## src/rtl/seq_detect_pkg.sv

```systemverilog
// Shared constants and helpers for the parametrised serial sequence detector.
package seq_detect_pkg;

    localparam int unsigned PATTERN_W_MIN = 2;
    localparam int unsigned PATTERN_W_MAX = 16;

    // Detection modes as stored in the overlap register.
    localparam logic MODE_NONOVLP = 1'b0;
    localparam logic MODE_OVLP    = 1'b1;

    // Working width of sat_inc; counters up to this width are supported.
    localparam int unsigned SAT_W = 32;

    // Increment val by one, holding at max_val instead of wrapping.
    function automatic logic [SAT_W-1:0] sat_inc(input logic [SAT_W-1:0] val,
                                                 input logic [SAT_W-1:0] max_val);
        return (val == max_val) ? val : val + SAT_W'(1);
    endfunction

endpackage

```

## src/rtl/sat_counter.sv

```systemverilog
// Saturating event counter with synchronous clear and registered all-ones flag.
module sat_counter #(
    parameter int unsigned CNT_W = 8
) (
    input  logic             clk_i,
    input  logic             rst_ni,
    input  logic             clr_i,
    input  logic             inc_i,
    output logic [CNT_W-1:0] cnt_o,
    output logic             sat_o
);
    import seq_detect_pkg::*;

    localparam logic [CNT_W-1:0] CNT_MAX = '1;

    logic [CNT_W-1:0] cnt_q, cnt_d;
    logic             sat_q, sat_d;

    // Clear beats increment; the flag tracks the value being written.
    always_comb begin
        cnt_d = cnt_q;
        if (clr_i) begin
            cnt_d = '0;
        end else if (inc_i) begin
            cnt_d = CNT_W'(sat_inc(SAT_W'(cnt_q), SAT_W'(CNT_MAX)));
        end
        sat_d = (cnt_d == CNT_MAX);
    end

    // Counter and flag registers, synchronous active-low reset.
    always_ff @(posedge clk_i) begin
        if (!rst_ni) begin
            cnt_q <= '0;
            sat_q <= 1'b0;
        end else begin
            cnt_q <= cnt_d;
            sat_q <= sat_d;
        end
    end

    assign cnt_o = cnt_q;
    assign sat_o = sat_q;

endmodule

```

## src/rtl/seq_detect_param.sv

```systemverilog
// Serial detector for a runtime-programmable pattern with overlap control and match counter.
module seq_detect_param
    import seq_detect_pkg::*;
#(
    parameter int unsigned          PATTERN_W   = 4,
    parameter int unsigned          MATCH_CNT_W = 8,
    parameter logic [PATTERN_W-1:0] RST_PATTERN = PATTERN_W'(4'b1010)
) (
    input  logic                   clk,
    input  logic                   reset,
    input  logic                   d,
    input  logic                   d_valid,
    input  logic                   cfg_load,
    input  logic [PATTERN_W-1:0]   cfg_pattern,
    input  logic                   cfg_overlap,
    input  logic                   cnt_clr,
    output logic                   q,
    output logic [MATCH_CNT_W-1:0] match_cnt,
    output logic                   cnt_sat
);

    localparam int unsigned          FILL_W    = $clog2(PATTERN_W + 1);
    localparam logic [FILL_W-1:0]    FILL_FULL = FILL_W'(PATTERN_W);

    if (PATTERN_W < PATTERN_W_MIN || PATTERN_W > PATTERN_W_MAX) begin : g_bad_width
        $error("seq_detect_param: PATTERN_W out of range");
    end

    logic [PATTERN_W-1:0] hist_q, hist_d, hist_nxt;
    logic [FILL_W-1:0]    fill_q, fill_d, fill_nxt;
    logic [PATTERN_W-1:0] pattern_q, pattern_d;
    logic                 overlap_q, overlap_d;
    logic                 q_q, q_d;
    logic                 hit_c;

    // Shift history / fill tracking, configuration load and match decision.
    always_comb begin
        hist_d    = hist_q;
        fill_d    = fill_q;
        pattern_d = pattern_q;
        overlap_d = overlap_q;
        q_d       = 1'b0;
        hit_c     = 1'b0;
        hist_nxt  = {hist_q[PATTERN_W-2:0], d};
        fill_nxt  = (fill_q == FILL_FULL) ? FILL_FULL : fill_q + FILL_W'(1);

        if (cfg_load) begin
            // d is dropped on a load edge; the stream restarts from an empty window.
            pattern_d = cfg_pattern;
            overlap_d = cfg_overlap;
            fill_d    = '0;
        end else if (d_valid) begin
            hit_c  = (hist_nxt == pattern_q) && (fill_nxt == FILL_FULL);
            hist_d = hist_nxt;
            fill_d = (hit_c && (overlap_q == MODE_NONOVLP)) ? '0 : fill_nxt;
            q_d    = hit_c;
        end
    end

    // Detector state registers, synchronous active-low reset.
    always_ff @(posedge clk) begin
        if (!reset) begin
            hist_q    <= '0;
            fill_q    <= '0;
            pattern_q <= RST_PATTERN;
            overlap_q <= MODE_NONOVLP;
            q_q       <= 1'b0;
        end else begin
            hist_q    <= hist_d;
            fill_q    <= fill_d;
            pattern_q <= pattern_d;
            overlap_q <= overlap_d;
            q_q       <= q_d;
        end
    end

    sat_counter #(
        .CNT_W (MATCH_CNT_W)
    ) u_match_cnt (
        .clk_i  (clk),
        .rst_ni (reset),
        .clr_i  (cnt_clr),
        .inc_i  (hit_c),
        .cnt_o  (match_cnt),
        .sat_o  (cnt_sat)
    );

    assign q = q_q;

endmodule

```

## config.mk

```make
export PLATFORM = sky130hd
export DESIGN_NAME = seq_detect_param
export DESIGN_NICKNAME = d
export VERILOG_FILES = /design/src/rtl/seq_detect_pkg.sv /design/src/rtl/sat_counter.sv /design/src/rtl/seq_detect_param.sv
export SDC_FILE = /design/constraint.sdc
export NUM_CORES = 1
export LEC_CHECK = 0
export ABC_CLOCK_PERIOD_IN_PS = 3400
export BUFFER_PORTS_ARGS = -buffer_cell sky130_fd_sc_hd__buf_4
export CORE_MARGIN = 1.5
export CORE_UTILIZATION = 45
export DETAILED_ROUTE_END_ITERATION = 10
export GPL_ROUTABILITY_DRIVEN = 0
export PLACE_DENSITY = 0.67
export SYNTH_ARGS = -nofsm -noshare
export SYNTH_HDL_FRONTEND = slang
export SYNTH_SLANG_ARGS = --single-unit
```

## constraint.sdc

```tcl
create_clock -name clk -period 3.4 [get_ports clk]
set_input_delay 0.51 -clock clk [delete_from_list [all_inputs] [get_ports clk]]
set_output_delay 0.51 -clock clk [all_outputs]
set_load 0.1 [all_outputs]
```

==> results of run 1 <==
-- worst max-delay path: stages, from the launching register on --
cell and delay (ps):
sky130_fd_sc_hd__dfxtp_1 380, sky130_fd_sc_hd__inv_1 70, sky130_fd_sc_hd__ha_1 300, sky130_fd_sc_hd__nand2b_1 150, sky130_fd_sc_hd__a211o_1 350, sky130_fd_sc_hd__nor4bb_1 410
sky130_fd_sc_hd__mux2i_1 270, sky130_fd_sc_hd__o211ai_1 140, sky130_fd_sc_hd__nor4_2 140
-- per-stage QoR --
step           hold WS, ps  power, mW
2_1_floorplan          462      0.284
3_3_place_gp           481      0.298
3_5_place_dp           501      0.299
4_1_cts                418      0.416
5_1_grt                422      0.432
6_report               423      0.410
-- metal layers --
metal / vias to the layer above / wire length [um]
li1: 417 / -
met1: 383 / 963
met2: 9 / 879
met3: 2 / 49
met4: 0 / 16
met5: - / 0
-- state kept, by name, summed over array words and instances (netlist names) --
signal             flops
pattern_q              4
hist_q                 3
u_match_cnt.cnt_o      8
fill_q                 3
u_match_cnt.sat_o      1
overlap_q              1
q                      1
-- layout make-up --
type / instances / area, sq um / area share [%]
clock inverters: 1 / 5.00 / 0.404
multi-input cells: 80 / 596 / 48.0
clock buffers: 3 / 22.5 / 1.82
flip-flops and latches: 21 / 420 / 33.9
well taps: 28 / 35.0 / 2.83
repair buffers: 20 / 150 / 12.1
inverters: 3 / 11.3 / 0.908
-- worst max-delay path by stage --
stage,start,to,depth (start not counted)
2_1_floorplan,u_match_cnt.cnt_o[0],u_match_cnt.sat_o,7
6_report,fill_q[0],u_match_cnt.sat_o,8
3_3_place_gp,fill_q[0],u_match_cnt.sat_o,8
5_1_grt,fill_q[0],u_match_cnt.sat_o,8
3_5_place_dp,fill_q[0],u_match_cnt.sat_o,8
4_1_cts,fill_q[0],u_match_cnt.sat_o,8
-- power groups by stage --
| stage | Sequential, mW | Combinational (mW) | Clock, mW |
|---|---|---|---|
| floorplan | 0.259 | 0.0250 | 0 |
| global placement | 0.260 | 0.0377 | 0 |
| detailed placement | 0.261 | 0.0383 | 0 |
| CTS | 0.255 | 0.0384 | 0.122 |
| global route | 0.256 | 0.0423 | 0.134 |
| finish | 0.255 | 0.0378 | 0.117 |
-- layout by cell type (no fill, tap or decap), types with 2 or more instances in the layout --
master / count
sky130_fd_sc_hd__a21oi_1: 2
sky130_fd_sc_hd__a31oi_1: 2
sky130_fd_sc_hd__and2_1: 2
sky130_fd_sc_hd__buf_4: 20
sky130_fd_sc_hd__clkbuf_4: 3
sky130_fd_sc_hd__dfxtp_1: 21
sky130_fd_sc_hd__ha_1: 3
sky130_fd_sc_hd__inv_1: 3
sky130_fd_sc_hd__mux2i_1: 11
sky130_fd_sc_hd__nand2_1: 9
sky130_fd_sc_hd__nand2b_1: 4
sky130_fd_sc_hd__nand3_1: 4
sky130_fd_sc_hd__nand4_1: 2
sky130_fd_sc_hd__nand4b_1: 2
sky130_fd_sc_hd__nor2_1: 8
sky130_fd_sc_hd__nor2b_1: 7
sky130_fd_sc_hd__xnor2_1: 2
sky130_fd_sc_hd__xor2_1: 5
-- cell families after synthesis --
logic type,after synthesis,synth area share (%)
multiplexers,12,11.6
AO/OA/AOI/OAI,11,7.32
adder cells (fa/ha/maj),3,3.60
XOR/XNOR,7,5.88
AND/OR/NAND/NOR,47,28.7
buffers and inverters,5,2.52
flip-flops,21,40.3
==> flow_summary.ini, run 1 <==
[outcome]
status = finished clean

[run]
maxCapViolCount = 0

[worst_setup_path]
worstReg2RegStart = fill_q[0]
worst_setup_path_end_kind = flop
r2r.worst_path.cells = 8
worst_setup_path_start_kind = flop
crit_type = reg -> reg
arrival_time_at_the_worst_endpoint_ps = 2500
reg2reg_to = u_match_cnt.sat_o
crit_required_ps = 3620
crit_path_max_fanout = 3
worst-r2r-setup-slack_ps = 1120

[global_route]
gr-usage-met3_pct = 1.75
grt-ovfl-total = 0
met2_track_demand_over_resource_in_global_routing_pct = 27.1
top_usage_layer = met2
grt_antenna_before_repair = 0
number_of_global_route_vias_before_repair = 806
grt_util_met1_pct = 23.0
grt_max_degree = 13
global_route.usage.total_pct = 17.0
wire_length_of_the_first_global_routing_pass_um = 3400

[hold_path]
hold_path.class = in -> reg
worst_hold_startpoint = cfg_pattern[1]
worst_hold_path.num_cells = 3
whs_endpoint = pattern_q[1]

[finish]
final-instance-count-excl-fill = 156
final.fill_count = 214
final_core_util_pct = 56.6
layout-drive-gt1-share_pct = 22.7
antenna-diode-count = 0
design_area_sq_um = 1240
syn2layout_area_growth_pct = 19.0
design.final.nets = 143

[sta]
final_critical_path_setup_slack_ps = 1120
min_period_over_period_pct = 66.9
setup_repair_after_global_routing_missed_its_margin = no
setup-tns-final_ps = 0
final.setup_skew_ps = 2.82
hold_viol_final = 0
finalSetupViolCount = 0
timing.slew.headroom_pct = 73.4
min_period_ps = 2280
final-max-slew-violation-count = 0
worst-slew-pin-transition_ps = 394
max_freq_mhz = 439

[drt]
via_count = 811
antenna_left = 0
firstDrtPassIters = 4
wl_um = 1910
first_iter_violations = 17
via_per_inst = 5.20
wl_per_cell_um = 12.2
post-route-drc-count = 0

[logic_synthesis]
synthesis.area_sq_um = 1040
synthesis.instances = 106
synthDistinctLibCells = 35
synth_sequential_area_ratio_pct = 40.3
post_synth_main_area_contributors = sky130_fd_sc_hd__dfxtp_1, sky130_fd_sc_hd__mux2i_1, sky130_fd_sc_hd__nor2b_1
synth.most_common_cell = sky130_fd_sc_hd__dfxtp_1
synth_enable_flop_cells = 0
yosys_register_bits = 21
syn_nets = 120
synth_top_cell_area_share_pct = 40.3
synth_area_per_cell_sq_um = 9.83
synth_warnings = 0
synth_top_cell_by_area = sky130_fd_sc_hd__dfxtp_1
synth_common_cells = sky130_fd_sc_hd__dfxtp_1, sky130_fd_sc_hd__mux2i_1, sky130_fd_sc_hd__nand2_1
async_reset_ff_share_pct = 0
postSynth.topFlopCell = sky130_fd_sc_hd__dfxtp_1

[floorplan]
die_area_sq_um = 2610
design.core.area_sq_um = 2190
floorplan.io_pins = 21
row_count = 17
floorplan.initialDensity_pct = 47.6
die_width_um = 51.1
die_y_um = 51.1

[power]
power.share.sequential_pct = 62.1
power.combinational.fraction_pct = 9.2
internal_power_mw = 0.315
ir_worst_vdd_mv = 0.227
leakagePower_nw = 0.539
pwr_density_cell_nw_per_um2 = 331
clockPowerShare_pct = 28.6
switching_power_summed_over_all_nets_mw = 0.0947
switching_share_pct = 23.1

[clock_network]
clock-root-buffer = sky130_fd_sc_hd__clkbuf_4
cts_clock_pin_slew_for_the_worst_setup_and_hold_paths_ps = 120
clock_latency_reported_for_the_late_side_of_the_worst_skew_pair_ps = 300
postCtsHoldBufs = 0
h_tree_level_count = 1
post_cts.repair.setup_buffers = 0
cts-resized-gates = 0
clk_path_buf_depth = 2
clock_sinks = 21
cts_tree = built
tritoncts.num_buffers = 3

[place]
port_buffers = 20
place_inst = 152
placed_cell_area_sq_um = 1210
hpwlAfterDp_um = 1520
detailedPlace.worstSlack_ps = 1150
Power figures use the tool's default switching activity.
==> run 2, diff against run 1 <==
--- a/config.mk
+++ b/config.mk
@@ -5,13 +5,14 @@
 export SDC_FILE = /design/constraint.sdc
 export NUM_CORES = 1
 export LEC_CHECK = 0
-export ABC_CLOCK_PERIOD_IN_PS = 3400
+export ABC_AREA = 1
+export ABC_CLOCK_PERIOD_IN_PS = 2000
 export BUFFER_PORTS_ARGS = -buffer_cell sky130_fd_sc_hd__buf_4
 export CORE_MARGIN = 1.5
 export CORE_UTILIZATION = 45
 export DETAILED_ROUTE_END_ITERATION = 10
 export GPL_ROUTABILITY_DRIVEN = 0
-export PLACE_DENSITY = 0.67
+export PLACE_DENSITY = 0.69
 export SYNTH_ARGS = -nofsm -noshare
 export SYNTH_HDL_FRONTEND = slang
 export SYNTH_SLANG_ARGS = --single-unit
==> constraint.sdc (replaced) <==
create_clock -name clk -period 2 [get_ports clk]
set_input_delay 0.3 -clock clk [delete_from_list [all_inputs] [get_ports clk]]
set_output_delay 0.3 -clock clk [all_outputs]
set_load 0.1 [all_outputs]
==> flow_summary.ini, run 2 <==
[outcome]
status = finished clean

[worst_setup_path]
worst_setup_path_start_kind = flop
crit_required_ps = 2220
crit_type = reg -> reg
crit_path_max_fanout = 6
arrival_time_at_the_worst_endpoint_ps = 2010
worst_setup_path_end_kind = flop
critPathMaxStageDelay_ps = 350
critical_path.slowest_cell = sky130_fd_sc_hd__dfxtp_1
crit_path_cell_trace = inv_1 > ha_1 > o21ai_2 > nand2_4 > nor3_4 > nand3_1 > nand3_1 > nor2_1 > nand2_1 > nor2_1

[power]
power.share.sequential_pct = 58.9
ir_worst_vdd_mv = 0.397
switching_power_summed_over_all_nets_mw = 0.199
clockPowerShare_pct = 28.5
switching_share_pct = 26.7
leakagePower_nw = 0.733
power.combinational.fraction_pct = 12.6
pwr_density_cell_nw_per_um2 = 515
internal_power_mw = 0.546

[logic_synthesis]
synth_enable_flop_cells = 0
synth_common_cells = sky130_fd_sc_hd__nand2_1, sky130_fd_sc_hd__inv_1, sky130_fd_sc_hd__dfxtp_1
fraction_of_the_mapped_netlist_area_in_compound_gates_pct = 13.0
synth_top_cell_area_share_pct = 34.1
synth_top_family_by_area = simple AND/OR/NAND/NOR gates
synthDistinctLibCells = 25
async_reset_ff_share_pct = 0
postSynth.topFlopCell = sky130_fd_sc_hd__dfxtp_1
synth_top_cell_by_area = sky130_fd_sc_hd__dfxtp_1
synthesis.instances = 177
yosys_register_bits = 21
post_synth_xor_area_fraction_pct = 1.42
mux_cell_area_share_after_synthesis_pct = 0
syn_nets = 191
synth_area_per_cell_sq_um = 6.97
synth.most_common_cell = sky130_fd_sc_hd__nand2_1
synth_sequential_area_ratio_pct = 34.1
yosys.area_share.adder_pct = 3.04
synthesis.area_sq_um = 1230
post_synth_main_area_contributors = sky130_fd_sc_hd__dfxtp_1, sky130_fd_sc_hd__nand2_1, sky130_fd_sc_hd__inv_1
synth_simple_gate_area_share_pct = 37.9
synth_warnings = 0

[global_route]
grt_max_degree = 13
global_route.usage.total_pct = 17.1
grt_antenna_before_repair = 0
top_usage_layer = met2
grt-ovfl-total = 0
met2_track_demand_over_resource_in_global_routing_pct = 31.3
grt_util_met1_pct = 20.0
gr-usage-met3_pct = 2.81
number_of_global_route_vias_before_repair = 1055
wire_length_of_the_first_global_routing_pass_um = 4240

[floorplan]
die_area_sq_um = 3060
die_y_um = 55.4
row_count = 18
floorplan.io_pins = 21
floorplan.initialDensity_pct = 48.5
die_width_um = 55.4
design.core.area_sq_um = 2540

[finish]
largest_register_ffs = 8
antenna-diode-count = 0
design.final.nets = 214
layout_commonest_cell = sky130_fd_sc_hd__nand2_1
final.fill_count = 258
syn2layout_area_growth_pct = 17.2
layout-drive-gt1-share_pct = 26.1
final-seq-area_sq_um = 428
multi_input_comb_area_sq_um = 683
most_frequent_cells_in_the_layout = sky130_fd_sc_hd__nand2_1, sky130_fd_sc_hd__inv_1, sky130_fd_sc_hd__buf_4

[place]
detailedPlace.worstSlack_ps = 213
hpwlAfterDp_um = 2000
port_buffers = 20

[drt]
wl_um = 2460
antenna_left = 0
via_count = 1125
via_per_inst = 4.91
wl_per_cell_um = 10.7
first_iter_violations = 23
post-route-drc-count = 0
firstDrtPassIters = 4

[sta]
final-max-slew-violation-count = 0
final_critical_path_setup_slack_ps = 218
final.setup_skew_ps = 6.80
min_period_ps = 1780
worst-slew-pin-transition_ps = 381
setup-tns-final_ps = 0
hold_viol_final = 0
timing.slew.headroom_pct = 74.6
finalSetupViolCount = 0
min_period_over_period_pct = 89.1
setup_repair_after_global_routing_missed_its_margin = no
max_freq_mhz = 561

[clock_network]
tritoncts.num_buffers = 3
clock_latency_reported_for_the_late_side_of_the_worst_skew_pair_ps = 310
clock_sinks = 21
clk_path_buf_depth = 2
post_cts.repair.setup_buffers = 0
cts-resized-gates = 0
h_tree_level_count = 1
cts_tree = built
cts_clock_pin_slew_for_the_worst_setup_and_hold_paths_ps = 120
postCtsHoldBufs = 0
clock-root-buffer = sky130_fd_sc_hd__clkbuf_4

[hold_path]
hold_path.class = in -> reg

[run]
maxCapViolCount = 0
## run 2: cells by family after synthesis
kind of cell | count (synthesis)
simple gates | 87
buf+inv | 34
compound gates | 30
flops | 21
fa+ha+maj | 3
xor+xnor | 2
## run 2: layout make-up
cell class,instances,share of cell area [%]
well taps,30,2.60
multi-input cells,122,47.2
repair buffers,20,10.4
flip-flops and latches,21,29.6
clock buffers,4,1.82
inverters,32,8.39
## run 2: final timing paths
path	cells past startpoint	from	endpoint	slack (ps)
setup / recovery	10	fill_q[0]	u_match_cnt.sat_o	220
hold / removal	2	cnt_clr	u_match_cnt.cnt_o[3]	190
setup reg to reg	10	fill_q[0]	u_match_cnt.sat_o	220
hold reg to reg	2	pattern_q[0]	pattern_q[0]	490
## run 2: power groups by stage
| stage | logic [mW] | clock network (mW) | registers [mW] |
|---|---|---|---|
| 2_1_floorplan | 0.0663 | 0 | 0.446 |
| 3_3_place_gp | 0.0929 | 0 | 0.448 |
| 3_5_place_dp | 0.0947 | 0 | 0.448 |
| 4_1_cts | 0.0951 | 0.220 | 0.439 |
| 5_1_grt | 0.106 | 0.229 | 0.440 |
| 6_report | 0.0938 | 0.212 | 0.439 |
## run 2: per-stage QoR
stage / hold WS, ps / utilization [%] / power, mW / cells / cell area [sq um]
2_1_floorplan: 369 / - / 0.513 / 177 / 1240
3_3_place_gp: 455 / 55.8 / 0.540 / 225 / 1420
3_5_place_dp: 475 / 55.8 / 0.543 / 225 / 1420
4_1_cts: 183 / 56.8 / 0.754 / 229 / 1450
5_1_grt: 201 / 56.8 / 0.775 / 229 / 1450
6_report: 188 / 56.8 / 0.745 / 229 / 1450
## run 2: layer usage
metal | wire length [um] | vias to the layer above
met4 | 24 | 0
met3 | 94 | 4
met2 | 1270 | 22
met1 | 1070 | 496
met5 | 0 | -
li1 | - | 603
## run 2: critical path, delay by kind of cell, from the launching register on
kind | cells | cell delay (ps)
fa+ha+maj | 1 | 320
simple gates | 7 | 770
compound gates | 1 | 180
flops | 1 | 350
buf+inv | 1 | 80
